==> config.mk <==
export PLATFORM = sky130hd
export DESIGN_NAME = word_byte_sched
export DESIGN_NICKNAME = d
export VERILOG_FILES = /design/src/rtl/word_byte_sched_pkg.sv /design/src/rtl/word_byte_sched_rr_arbiter.sv /design/src/rtl/word_byte_sched.sv
export SDC_FILE = /design/constraint.sdc
export NUM_CORES = 1
export LEC_CHECK = 0
export ABC_AREA = 1
export CAP_MARGIN = 20
export CORE_MARGIN = 3
export CORE_UTILIZATION = 45
export CTS_CLUSTER_DIAMETER = 100
export DETAILED_ROUTE_END_ITERATION = 8
export PLACE_DENSITY = 0.84
export SETUP_SLACK_MARGIN = 0.02
export SYNTH_ARGS = -nofsm -noshare
export SYNTH_HDL_FRONTEND = slang
export SYNTH_SLANG_ARGS = --single-unit
==> constraint.sdc <==
create_clock -name CLK_0 -period 3.7 [get_ports CLK_0]
set_input_delay 0.37 -clock CLK_0 [delete_from_list [all_inputs] [get_ports CLK_0]]
set_output_delay 0.37 -clock CLK_0 [all_outputs]
set_load 0.02 [all_outputs]
==> src/rtl/word_byte_sched_pkg.sv <==
// Shared definitions for the word-to-byte scheduler.
//   WORD_BYTES / SCHED_NREQ : default bytes per word and requester count
//   state_t                 : scheduler states
//   word_byte()             : byte slice of a packed word (words up to MAX_BYTES bytes)
package word_byte_sched_pkg;

   localparam int unsigned WORD_BYTES = 4;
   localparam int unsigned SCHED_NREQ = 4;
   localparam int unsigned MAX_BYTES  = 32;

   typedef enum logic {IDLE, SEND} state_t;

   // Byte idx of a word, LSB byte is index 0. Narrower words are zero-extended by the caller.
   function automatic logic [7:0] word_byte(input logic [8*MAX_BYTES-1:0] word,
                                            input int unsigned idx);
      return word[8*idx +: 8];
   endfunction

endpackage

==> src/rtl/word_byte_sched_rr_arbiter.sv <==
// Combinational round-robin priority search.
//   req         : request vector
//   ptr         : index of the last granted requester; search starts at ptr+1
//   grant_valid : at least one request is pending
//   grant_idx   : first requester found searching ptr+1, ptr+2, ... mod NREQ
module word_byte_sched_rr_arbiter
   import word_byte_sched_pkg::*;
#(
   parameter int unsigned  NREQ = SCHED_NREQ,
   localparam int unsigned IDW  = $clog2(NREQ)
) (
   input  logic [NREQ-1:0] req,
   input  logic [IDW-1:0]  ptr,
   output logic            grant_valid,
   output logic [IDW-1:0]  grant_idx
);

   always_comb begin
      int unsigned cand;
      grant_valid = 1'b0;
      grant_idx   = '0;
      cand        = 0;
      // k runs to NREQ so the last candidate is ptr itself
      for (int unsigned k = 1; k <= NREQ; k++) begin
         cand = (32'(ptr) + k) % NREQ;
         if (!grant_valid && req[IDW'(cand)]) begin
            grant_valid = 1'b1;
            grant_idx   = IDW'(cand);
         end
      end
   end

endmodule

==> src/rtl/word_byte_sched.sv <==
// Round-robin scheduler sharing one word-to-byte serializer between NREQ producers.
//   CLK_0, RST  : clock (rising edge), asynchronous active-high reset
//   req/data_in : per-requester word-valid level and packed words
//   ack         : one-hot, one-cycle pulse when a word is captured
//   byte_*      : valid/ready byte stream, LSB byte first, with first/last tags
//   src_id      : requester owning the current word
//   busy        : high while a word is being sent
module word_byte_sched
   import word_byte_sched_pkg::*;
#(
   parameter int unsigned  NREQ  = SCHED_NREQ,
   parameter int unsigned  BYTES = WORD_BYTES,
   localparam int unsigned IDW   = $clog2(NREQ)
) (
   input  logic                    CLK_0,
   input  logic                    RST,
   input  logic [NREQ-1:0]         req,
   input  logic [NREQ*8*BYTES-1:0] data_in,
   output logic [NREQ-1:0]         ack,
   output logic [7:0]              byte_out,
   output logic                    byte_valid,
   input  logic                    byte_ready,
   output logic                    byte_first,
   output logic                    byte_last,
   output logic [IDW-1:0]          src_id,
   output logic                    busy
);

   localparam int unsigned   WW       = 8 * BYTES;
   localparam int unsigned   IW       = $clog2(BYTES) + 1;
   localparam logic [IW-1:0] LAST_IDX = IW'(BYTES - 1);

   state_t                 state_q, state_d;
   logic [IW-1:0]          idx_q, idx_d;
   logic [WW-1:0]          word_q, word_d;
   logic [IDW-1:0]         ptr_q, ptr_d;
   logic [IDW-1:0]         src_q, src_d;
   logic [NREQ-1:0]        ack_q, ack_d;
   logic                   grant_valid;
   logic [IDW-1:0]         grant_idx;
   logic [8*MAX_BYTES-1:0] word_ext;

   word_byte_sched_rr_arbiter #(
      .NREQ (NREQ)
   ) u_rr_arbiter (
      .req         (req),
      .ptr         (ptr_q),
      .grant_valid (grant_valid),
      .grant_idx   (grant_idx)
   );

   // ptr resets to NREQ-1 so requester 0 wins the first search
   always_ff @(posedge CLK_0 or posedge RST) begin
      if (RST) begin
         state_q <= IDLE;
         idx_q   <= '0;
         word_q  <= '0;
         ptr_q   <= IDW'(NREQ - 1);
         src_q   <= '0;
         ack_q   <= '0;
      end else begin
         state_q <= state_d;
         idx_q   <= idx_d;
         word_q  <= word_d;
         ptr_q   <= ptr_d;
         src_q   <= src_d;
         ack_q   <= ack_d;
      end
   end

   always_comb begin
      state_d = state_q;
      idx_d   = idx_q;
      word_d  = word_q;
      ptr_d   = ptr_q;
      src_d   = src_q;
      ack_d   = '0;
      case (state_q)
         IDLE: begin
            if (grant_valid) begin
               word_d           = data_in[32'(grant_idx)*WW +: WW];
               ptr_d            = grant_idx;
               src_d            = grant_idx;
               idx_d            = '0;
               ack_d[grant_idx] = 1'b1;
               state_d          = SEND;
            end
         end
         SEND: begin
            // byte_valid is always high here, so ready alone means transfer
            if (byte_ready) begin
               if (idx_q == LAST_IDX) begin
                  state_d = IDLE;
               end else begin
                  idx_d = idx_q + IW'(1);
               end
            end
         end
         default: state_d = IDLE;
      endcase
   end

   // Indexing the captured word is equivalent to shifting it right per byte; idx stays on
   // the last byte in IDLE so byte_out holds its final value between words.
   always_comb begin
      word_ext           = '0;
      word_ext[WW-1:0]   = word_q;
      byte_out           = word_byte(word_ext, 32'(idx_q));
      byte_valid         = (state_q == SEND);
      busy               = (state_q == SEND);
      byte_first         = (state_q == SEND) && (idx_q == '0);
      byte_last          = (state_q == SEND) && (idx_q == LAST_IDX);
      src_id             = src_q;
      ack                = ack_q;
   end

endmodule

==> load_flow_metrics.sql, run 1 <==
INSERT INTO impl_metrics (metric_group, metric, value, unit) VALUES
('power_and_ir_drop', 'power_frac_comb', '74.4', '%'),
('die', 'placementRows', '32', ''),
('die', 'die_area', '0.00917', 'mm^2'),
('worst_setup_path', 'sort_of_element_at_the_end_of_the_critical_path', 'output pin', ''),
('power_and_ir_drop', 'design_power_total', '0.00496', 'W'),
('placed_design', 'hpwl', '8720', 'um'),
('global_routing', 'grt_first_pass_wirelength', '18800', 'um'),
('routing', 'route.detailed.wl_per_inst', '13.4', 'um'),
('cts', 'cts_sinks', '44', ''),
('worst_setup_path', 'critical-path-slowest-cell', 'sky130_fd_sc_hd__dfrtp_1', ''),
('timing', 'min_period', '2.97', 'ns'),
('logic_synthesis', 'syn-num-nets', '756', ''),
('cts', 'clock_latency_reported_for_the_late_side_of_the_worst_skew_pair', '0.30', 'ns'),
('finish', 'fill_cells', '674', ''),
('power_and_ir_drop', 'leakagePower', '2.70', 'nW'),
('finish', 'area_delta_synth_final', '42.7', '%'),
('timing', 'pins_over_slew_limit', '0', ''),
('global_routing', 'grtUsageTotal', '25.6', '%'),
('logic_synthesis', 'synth.yosys.seq_area_share', '30.5', '%'),
('timing', 'finalSetupViolCount', '0', ''),
('global_routing', 'grt_max_degree', '67', ''),
('die', 'initial_utilization', '46.6', '%'),
('power_and_ir_drop', 'switching_share', '56.0', '%'),
('global_routing', 'globalRouteMet2Util', '42.8', '%'),
('placed_design', 'post-place-cells', '838', ''),
('cts', 'h-tree-depth', '2', ''),
('logic_synthesis', 'yosys.cell_types.count', '26', ''),
('timing', 'ratio_of_final_minimum_period_to_clock_period', '80.2', '%'),
('logic_synthesis', 'post_synth.cell_area_avg', '5.86', 'um^2'),
('cts', 'tritoncts', 'yes', ''),
('placed_design', 'dpl_cell_area', '0.00506', 'mm^2'),
('timing', 'grt_setup_unrepaired', 'false', ''),
('worst_setup_path', 'timing_worst_setup_path_type', 'reg -> out', ''),
('cts', 'ctsResizeCount', '0', ''),
('timing', 'clock-skew-final', '0.00469', 'ns'),
('timing', 'tightestPinTransition', '0.642', 'ns'),
('worst_setup_path', 'critical_path_cell_count', '4', ''),
('finish', 'nNetsFinal', '881', ''),
('die', 'chipWidth', '95.7', 'um'),
('die', 'die_h', '95.7', 'um'),
('finish', 'final_area', '0.00517', 'mm^2'),
('worst_setup_path', 'start_kind', 'flop', ''),
('global_routing', 'met3_usage', '3.13', '%'),
('logic_synthesis', 'ys_ff_latch', '44', ''),
('die', 'core-area', '0.00777', 'mm^2'),
('timing', 'setup_tns', '0', 'ns'),
('routing', 'drtIter0Drc', '344', ''),
('global_routing', 'gr-total-overflow', '0', ''),
('routing', 'drc', '0', ''),
('finish', 'share_of_cells_above_drive_strength_1', '4.97', '%'),
('die', 'ioPinCount', '153', ''),
('routing', 'vias_per_cell', '5.15', ''),
('global_routing', 'grt_most_used_layer', 'met2', ''),
('status', 'outcome', 'finished clean', ''),
('global_routing', 'grt_pass1_vias', '4208', ''),
('worst_setup_path', 'critical-path-max-stage-delay', '0.71', 'ns'),
('finish', 'n_antenna_cell', '0', ''),
('worst_hold_path', 'worst_hold_path.num_cells', '2', ''),
('power_and_ir_drop', 'clock_power_share', '7.4', '%'),
('worst_setup_path', 'largest_driver_fanout_on_the_critical_path', '19', ''),
('power_and_ir_drop', 'power-per-cell-area', '959', 'mW/mm^2'),
('timing', 'finalHoldViolations', '0', ''),
('global_routing', 'grt_use_met1', '35.0', '%'),
('power_and_ir_drop', 'p_seq_share', '18.2', '%'),
('finish', 'final_standard_cell_count_with_taps_included_and_fillers_excluded', '846', ''),
('logic_synthesis', 'postSynthCellCount', '618', ''),
('cts', 'max-clock-path-buffers', '2', ''),
('cts', 'cts_hold_buffers', '0', ''),
('routing', 'drtPass1Iterations', '5', ''),
('worst_setup_path', 'critPathTopFamily', 'buffers and inverters', ''),
('placed_design', 'port_buffers', '152', '');
flip-flops by register name, indices dropped and copies added (netlist names):
| signal | flops |
|---|---|
| ptr_q | 2 |
| ack | 4 |
| busy | 1 |
| word_q | 32 |
| src_id | 2 |
| idx_q | 3 |
cells in the mapped netlist:
master	number	share of area, %
sky130_fd_sc_hd__a21oi_1	9	1.2
sky130_fd_sc_hd__a31oi_1	2	0.35
sky130_fd_sc_hd__buf_2	18	2.5
sky130_fd_sc_hd__buf_4	1	0.21
sky130_fd_sc_hd__buf_6	13	4.0
sky130_fd_sc_hd__clkbuf_1	8	0.83
sky130_fd_sc_hd__clkinv_1	2	0.21
sky130_fd_sc_hd__dfrtp_1	42	29
sky130_fd_sc_hd__dfstp_2	2	1.5
sky130_fd_sc_hd__ha_1	3	1.0
sky130_fd_sc_hd__inv_1	10	1.0
sky130_fd_sc_hd__inv_2	5	0.52
sky130_fd_sc_hd__inv_6	1	0.24
sky130_fd_sc_hd__nand2_1	357	37
sky130_fd_sc_hd__nand2_2	9	1.6
sky130_fd_sc_hd__nand2_4	1	0.31
sky130_fd_sc_hd__nand3_1	70	9.7
sky130_fd_sc_hd__nand3_2	2	0.55
sky130_fd_sc_hd__nand3_4	1	0.48
sky130_fd_sc_hd__nand4_1	1	0.17
sky130_fd_sc_hd__nor2_1	36	3.7
sky130_fd_sc_hd__nor2_8	1	0.55
sky130_fd_sc_hd__nor3_1	2	0.28
sky130_fd_sc_hd__o21ai_0	20	2.8
sky130_fd_sc_hd__o21ai_1	1	0.14
sky130_fd_sc_hd__o22ai_1	1	0.17
stage by stage:
stage | hold WS [ns] | setup slack [ns] | util, %
2_1_floorplan | 0.444 | 1.80 | -
3_3_place_gp | 0.456 | 0.909 | 65.1
3_5_place_dp | 0.465 | 0.728 | 65.1
4_1_cts | 0.486 | 0.752 | 66.6
5_1_grt | 0.496 | 0.561 | 66.6
6_report | 0.483 | 0.734 | 66.6
cell type report:
class	instances	area, um^2	share of cell area (%)
repair buffers	158	1580	30.5
inverters	18	72.6	1.40
well taps	102	128	2.47
multi-input cells	516	2180	42.1
flip-flops and latches	44	1100	21.3
clock buffers	5	68.8	1.33
clock inverters	3	42.5	0.823
power groups by stage:
| stage | combinational, W | sequential, W | clock, W |
|---|---|---|---|
| detailed placement | 0.00367 | 0.000899 | 0 |
| floorplan | 0.00304 | 0.000806 | 0 |
| finish | 0.00369 | 0.000901 | 0.000365 |
| global route | 0.00423 | 0.000924 | 0.000393 |
| CTS | 0.00369 | 0.000894 | 0.000367 |
| global placement | 0.00357 | 0.000895 | 0 |
layer usage:
metal  routed length, um  part of all wire [%]
met2                5590                    49
met3                 687                   6.0
met4                 184                   1.6
met5                   0                     0
met1                4900                    43
worst reg2reg max path: cells and delay by family, from the launching register on:
family                 cells  cell delay [ns]
buffers and inverters      2             0.98
AND/OR/NAND/NOR            8             0.94
AO/OA/AOI/OAI              1             0.16
flip-flops                 1             0.69
path summary, 6_finish.rpt:
path | from | to | slack, ns
max reg2reg | ptr_q[0] | ack[3] | 0.85
min reg2reg | word_q[30] | word_q[30] | 0.48
min in group asynchronous | RST | ack[0] | 0.49
max | idx_q[0] | byte_out[1] | 0.73
max in group asynchronous | RST | ptr_q[0] | 2.83
min | word_q[30] | word_q[30] | 0.48
cells in the final DEF (no fill, tap or decap):
master	Yosys	final
sky130_fd_sc_hd__nand2_1	357	356
sky130_fd_sc_hd__clkdlybuf4s50_1	0	152
sky130_fd_sc_hd__nand3_1	70	70
sky130_fd_sc_hd__dfrtp_1	42	42
sky130_fd_sc_hd__nor2_1	36	36
sky130_fd_sc_hd__o21ai_0	20	20
sky130_fd_sc_hd__nand2_2	9	10
sky130_fd_sc_hd__inv_1	10	9
sky130_fd_sc_hd__a21oi_1	9	9
sky130_fd_sc_hd__inv_2	5	5
sky130_fd_sc_hd__clkbuf_8	0	5
sky130_fd_sc_hd__buf_4	1	5
sky130_fd_sc_hd__clkinv_1	2	3
sky130_fd_sc_hd__ha_1	3	3
sky130_fd_sc_hd__nand3_2	2	2
sky130_fd_sc_hd__a31oi_1	2	2
sky130_fd_sc_hd__nor3_1	2	2
sky130_fd_sc_hd__dfstp_2	2	2
sky130_fd_sc_hd__inv_6	1	1
sky130_fd_sc_hd__nand2_4	1	1
sky130_fd_sc_hd__nor2_8	1	1
sky130_fd_sc_hd__o21ai_1	1	1
sky130_fd_sc_hd__nand3_4	1	1
sky130_fd_sc_hd__nand4_1	1	1
sky130_fd_sc_hd__o22ai_1	1	1
sky130_fd_sc_hd__clkinv_2	0	1
sky130_fd_sc_hd__bufinv_16	0	1
sky130_fd_sc_hd__clkinvlp_4	0	1
sky130_fd_sc_hd__buf_12	0	1
kinds of logic (layout without fill, tap and decap cells):
| kind of cell | count (synthesis) | in the layout | synth area share, % |
|---|---|---|---|
| fa+ha+maj | 3 | 3 | 1.04 |
| flops | 44 | 44 | 30.5 |
| simple gates | 480 | 480 | 54.3 |
| compound gates | 33 | 33 | 4.66 |
| buf+inv | 58 | 184 | 9.57 |
Note: power is estimated with default switching activity, not from simulation.
==> run 2, diff against run 1 <==
- CORE_UTILIZATION: 45 -> 39
- PLACE_DENSITY: 0.84 -> 0.77
- clock period: 3.7 -> 2.7 ns (I/O delays scaled with it)
==> load_flow_metrics.sql, run 2 (synthesis results as in run 1) <==
INSERT INTO impl_metrics (metric_group, metric, value, unit) VALUES
('worst_setup_path', 'rr_worst_depth', '15', ''),
('power_and_ir_drop', 'vdd_drop_max', '0.851', 'mV'),
('finish', 'seq_area', '0.00110', 'mm^2'),
('worst_setup_path', 'worst-path-buf-inv', '2', ''),
('routing', 'drc', '0', ''),
('die', 'die_area', '0.0105', 'mm^2'),
('finish', 'share_of_cells_above_drive_strength_1', '5.98', '%'),
('power_and_ir_drop', 'switching_share', '55.4', '%'),
('worst_setup_path', 'largest_driver_fanout_on_the_critical_path', '10', ''),
('finish', 'flip_flop_count_of_the_largest_register_all_copies_and_words_added', '32', ''),
('timing', 'clock-skew-final', '0.00533', 'ns'),
('power_and_ir_drop', 'leakagePower', '2.73', 'nW'),
('power_and_ir_drop', 'power_frac_comb', '75.6', '%'),
('power_and_ir_drop', 'clock_power_share', '6.3', '%'),
('routing', 'vias_per_cell', '4.91', ''),
('finish', 'final_cell_mix', 'sky130_fd_sc_hd__nand2_1, sky130_fd_sc_hd__clkdlybuf4s50_1, sky130_fd_sc_hd__nand3_1', ''),
('global_routing', 'grt_antenna_before_repair', '0', ''),
('timing', 'final.hold.worst_slack', '0.421', 'ns'),
('die', 'ioPinCount', '153', ''),
('power_and_ir_drop', 'design_power_total', '0.00667', 'W'),
('timing', 'grt_setup_unrepaired', 'false', ''),
('power_and_ir_drop', 'p_seq_share', '18.1', '%'),
('cts', 'max-clock-path-buffers', '2', ''),
('worst_setup_path', 'critical_path_cell_count', '5', ''),
('global_routing', 'gr-total-overflow', '0', ''),
('cts', 'clkTransAtPathRegs', '0.08', 'ns'),
('routing', 'drtPass1Iterations', '5', ''),
('global_routing', 'grtUsageTotal', '22.1', '%'),
('worst_setup_path', 'crit_end', 'byte_out[3]', ''),
('finish', 'largest-register', 'word_q', ''),
('cts', 'cts_hold_buffers', '0', ''),
('timing', 'tightestPinTransition', '0.571', 'ns'),
('status', 'outcome', 'finished clean', ''),
('worst_setup_path', 'reg2reg_setup_slack', '0.27', 'ns'),
('power_and_ir_drop', 'net-switching-power', '0.00369', 'W'),
('worst_setup_path', 'path_cells', 'clkinvlp_4 -> nor2_1 -> o21ai_0 -> a21oi_1 -> clkdlybuf4s50_1', ''),
('timing', 'timing.fmax', '0.412', 'GHz'),
('routing', 'route.detailed.wl_per_inst', '13.3', 'um'),
('power_and_ir_drop', 'cell_internal_pwr', '0.00298', 'W'),
('worst_setup_path', 'critical_path_required', '2.43', 'ns'),
('global_routing', 'grt_max_degree', '46', ''),
('placed_design', 'routability_cong', '0.854', ''),
('timing', 'finalHoldViolations', '0', ''),
('worst_setup_path', 'worst_r2r_startpoint', 'ptr_q[0]', ''),
('cts', 'cts_made_buffers', '5', ''),
('worst_setup_path', 'start_kind', 'flop', ''),
('finish', 'postLayoutCoreUtil', '58.6', '%'),
('routing', 'drt-total-wl', '11400', 'um'),
('worst_setup_path', 'critPathTopFamily', 'buffers and inverters', ''),
('die', 'chipWidth', '102', 'um'),
('die', 'die_h', '102', 'um'),
('finish', 'layout.cells.most_common', 'sky130_fd_sc_hd__nand2_1', ''),
('routing', 'drtIter0Drc', '216', ''),
('worst_setup_path', 'regToRegEndpoint', 'word_q[30]', ''),
('finish', 'area_delta_synth_final', '43.8', '%'),
('placed_design', 'dpl_cell_area', '0.00511', 'mm^2'),
('cts', 'cts_sinks', '44', ''),
('worst_setup_path', 'critical-path-slowest-cell', 'sky130_fd_sc_hd__clkdlybuf4s50_1', ''),
('cts', 'clock_latency_reported_for_the_late_side_of_the_worst_skew_pair', '0.29', 'ns'),
('routing', 'antenna_left', '0', ''),
('finish', 'final_area', '0.00521', 'mm^2'),
('timing', 'ratio_of_final_minimum_period_to_clock_period', '90.0', '%'),
('finish', 'multiInputGateArea', '0.00218', 'mm^2'),
('global_routing', 'grt_first_pass_wirelength', '18700', 'um'),
('worst_setup_path', 'worst_ep_arrival_time', '2.16', 'ns'),
('worst_setup_path', 'sort_of_element_at_the_end_of_the_critical_path', 'output pin', ''),
('cts', 'tritoncts', 'yes', ''),
('placed_design', 'port_buffers', '152', ''),
('run', 'maxCapViolCount', '0', ''),
('cts', 'ctsRootBufferMaster', 'sky130_fd_sc_hd__clkbuf_8', ''),
('timing', 'max_slew_margin', '61.9', '%'),
('cts', 'h-tree-depth', '2', ''),
('worst_setup_path', 'timing_worst_setup_path_type', 'reg -> out', ''),
('timing', 'setup_tns', '0', 'ns'),
('worst_hold_path', 'hp-class', 'in -> async', ''),
('finish', 'n_antenna_cell', '0', ''),
('cts', 'ctsResizeCount', '0', ''),
('cts', 'cts_setup_buffers', '0', ''),
('placed_design', 'hpwl', '8980', 'um'),
('power_and_ir_drop', 'power-per-cell-area', '1280', 'mW/mm^2'),
('die', 'placementRows', '34', ''),
('die', 'core-area', '0.00889', 'mm^2'),
('global_routing', 'grt_pass1_vias', '4017', ''),
('finish', 'nNetsFinal', '889', ''),
('timing', 'min_period', '2.43', 'ns'),
('worst_setup_path', 'critPathLaunch', 'idx_q[1]', ''),
('worst_setup_path', 'critical-path-max-stage-delay', '0.65', 'ns'),
('die', 'initial_utilization', '40.8', '%'),
('timing', 'finalSetupViolCount', '0', ''),
('routing', 'vias', '4226', ''),
('finish', 'fill_cells', '890', ''),
('timing', 'pins_over_slew_limit', '0', '');
==> run 2: cell count changes in the layout (fill, tap and decap cells not counted), sizes merged <==
cell and change:
bufinv -1, clkinv -2, clkbuf +3, buf +8
==> run 2: per-layer routing <==
layer / global-route usage [%] / up-vias / wire (um)
li1: - / 2188 / -
met1: 31.5 / 1888 / 5190
met2: 36.1 / 140 / 5490
met3: 3.07 / 10 / 616
met4: 4.34 / 0 / 128
met5: 0 / - / 0
==> run 2: worst min-delay path, stage by stage <==
cell,delay (ns)
sky130_fd_sc_hd__clkdlybuf4s50_1,0.40
sky130_fd_sc_hd__clkinv_1,0.04
sky130_fd_sc_hd__buf_4,0.46
==> run 2: area by class of cell <==
| type | instances | share of cell area (%) |
|---|---|---|
| multi-input cells | 516 | 41.8 |
| repair buffers | 166 | 31.2 |
| flip-flops and latches | 44 | 21.2 |
| well taps | 108 | 2.59 |
| clock buffers | 8 | 1.73 |
| inverters | 18 | 1.47 |
==> run 2: power groups by stage <==
stage / Combinational, W / Clock [W] / Sequential [W]
finish: 0.00505 / 0.000419 / 0.00121
global route: 0.00584 / 0.000457 / 0.00124
CTS: 0.00510 / 0.000431 / 0.00120
detailed placement: 0.00508 / 0 / 0.00121
global placement: 0.00500 / 0 / 0.00120
floorplan: 0.00417 / 0 / 0.00111
==> run 2: worst min-delay path by stage <==
stage / from / end / slack, ns / cells after the start
floorplan: byte_ready / busy / 0.38 / 1
global placement: word_q[28] / word_q[28] / 0.46 / 2
detailed placement: word_q[30] / word_q[30] / 0.46 / 2
CTS: RST / idx_q[2] / 0.44 / 3
global route: RST / word_q[21] / 0.47 / 3
finish: RST / ack[2] / 0.42 / 3
==> run 2: through the flow <==
stage,instances,worst slack (ns)
final,860,0.271
after global routing,860,0.0368
after CTS,860,0.0974
after detailed placement,852,0.242
after global placement,852,0.323
after floorplan,618,0.802
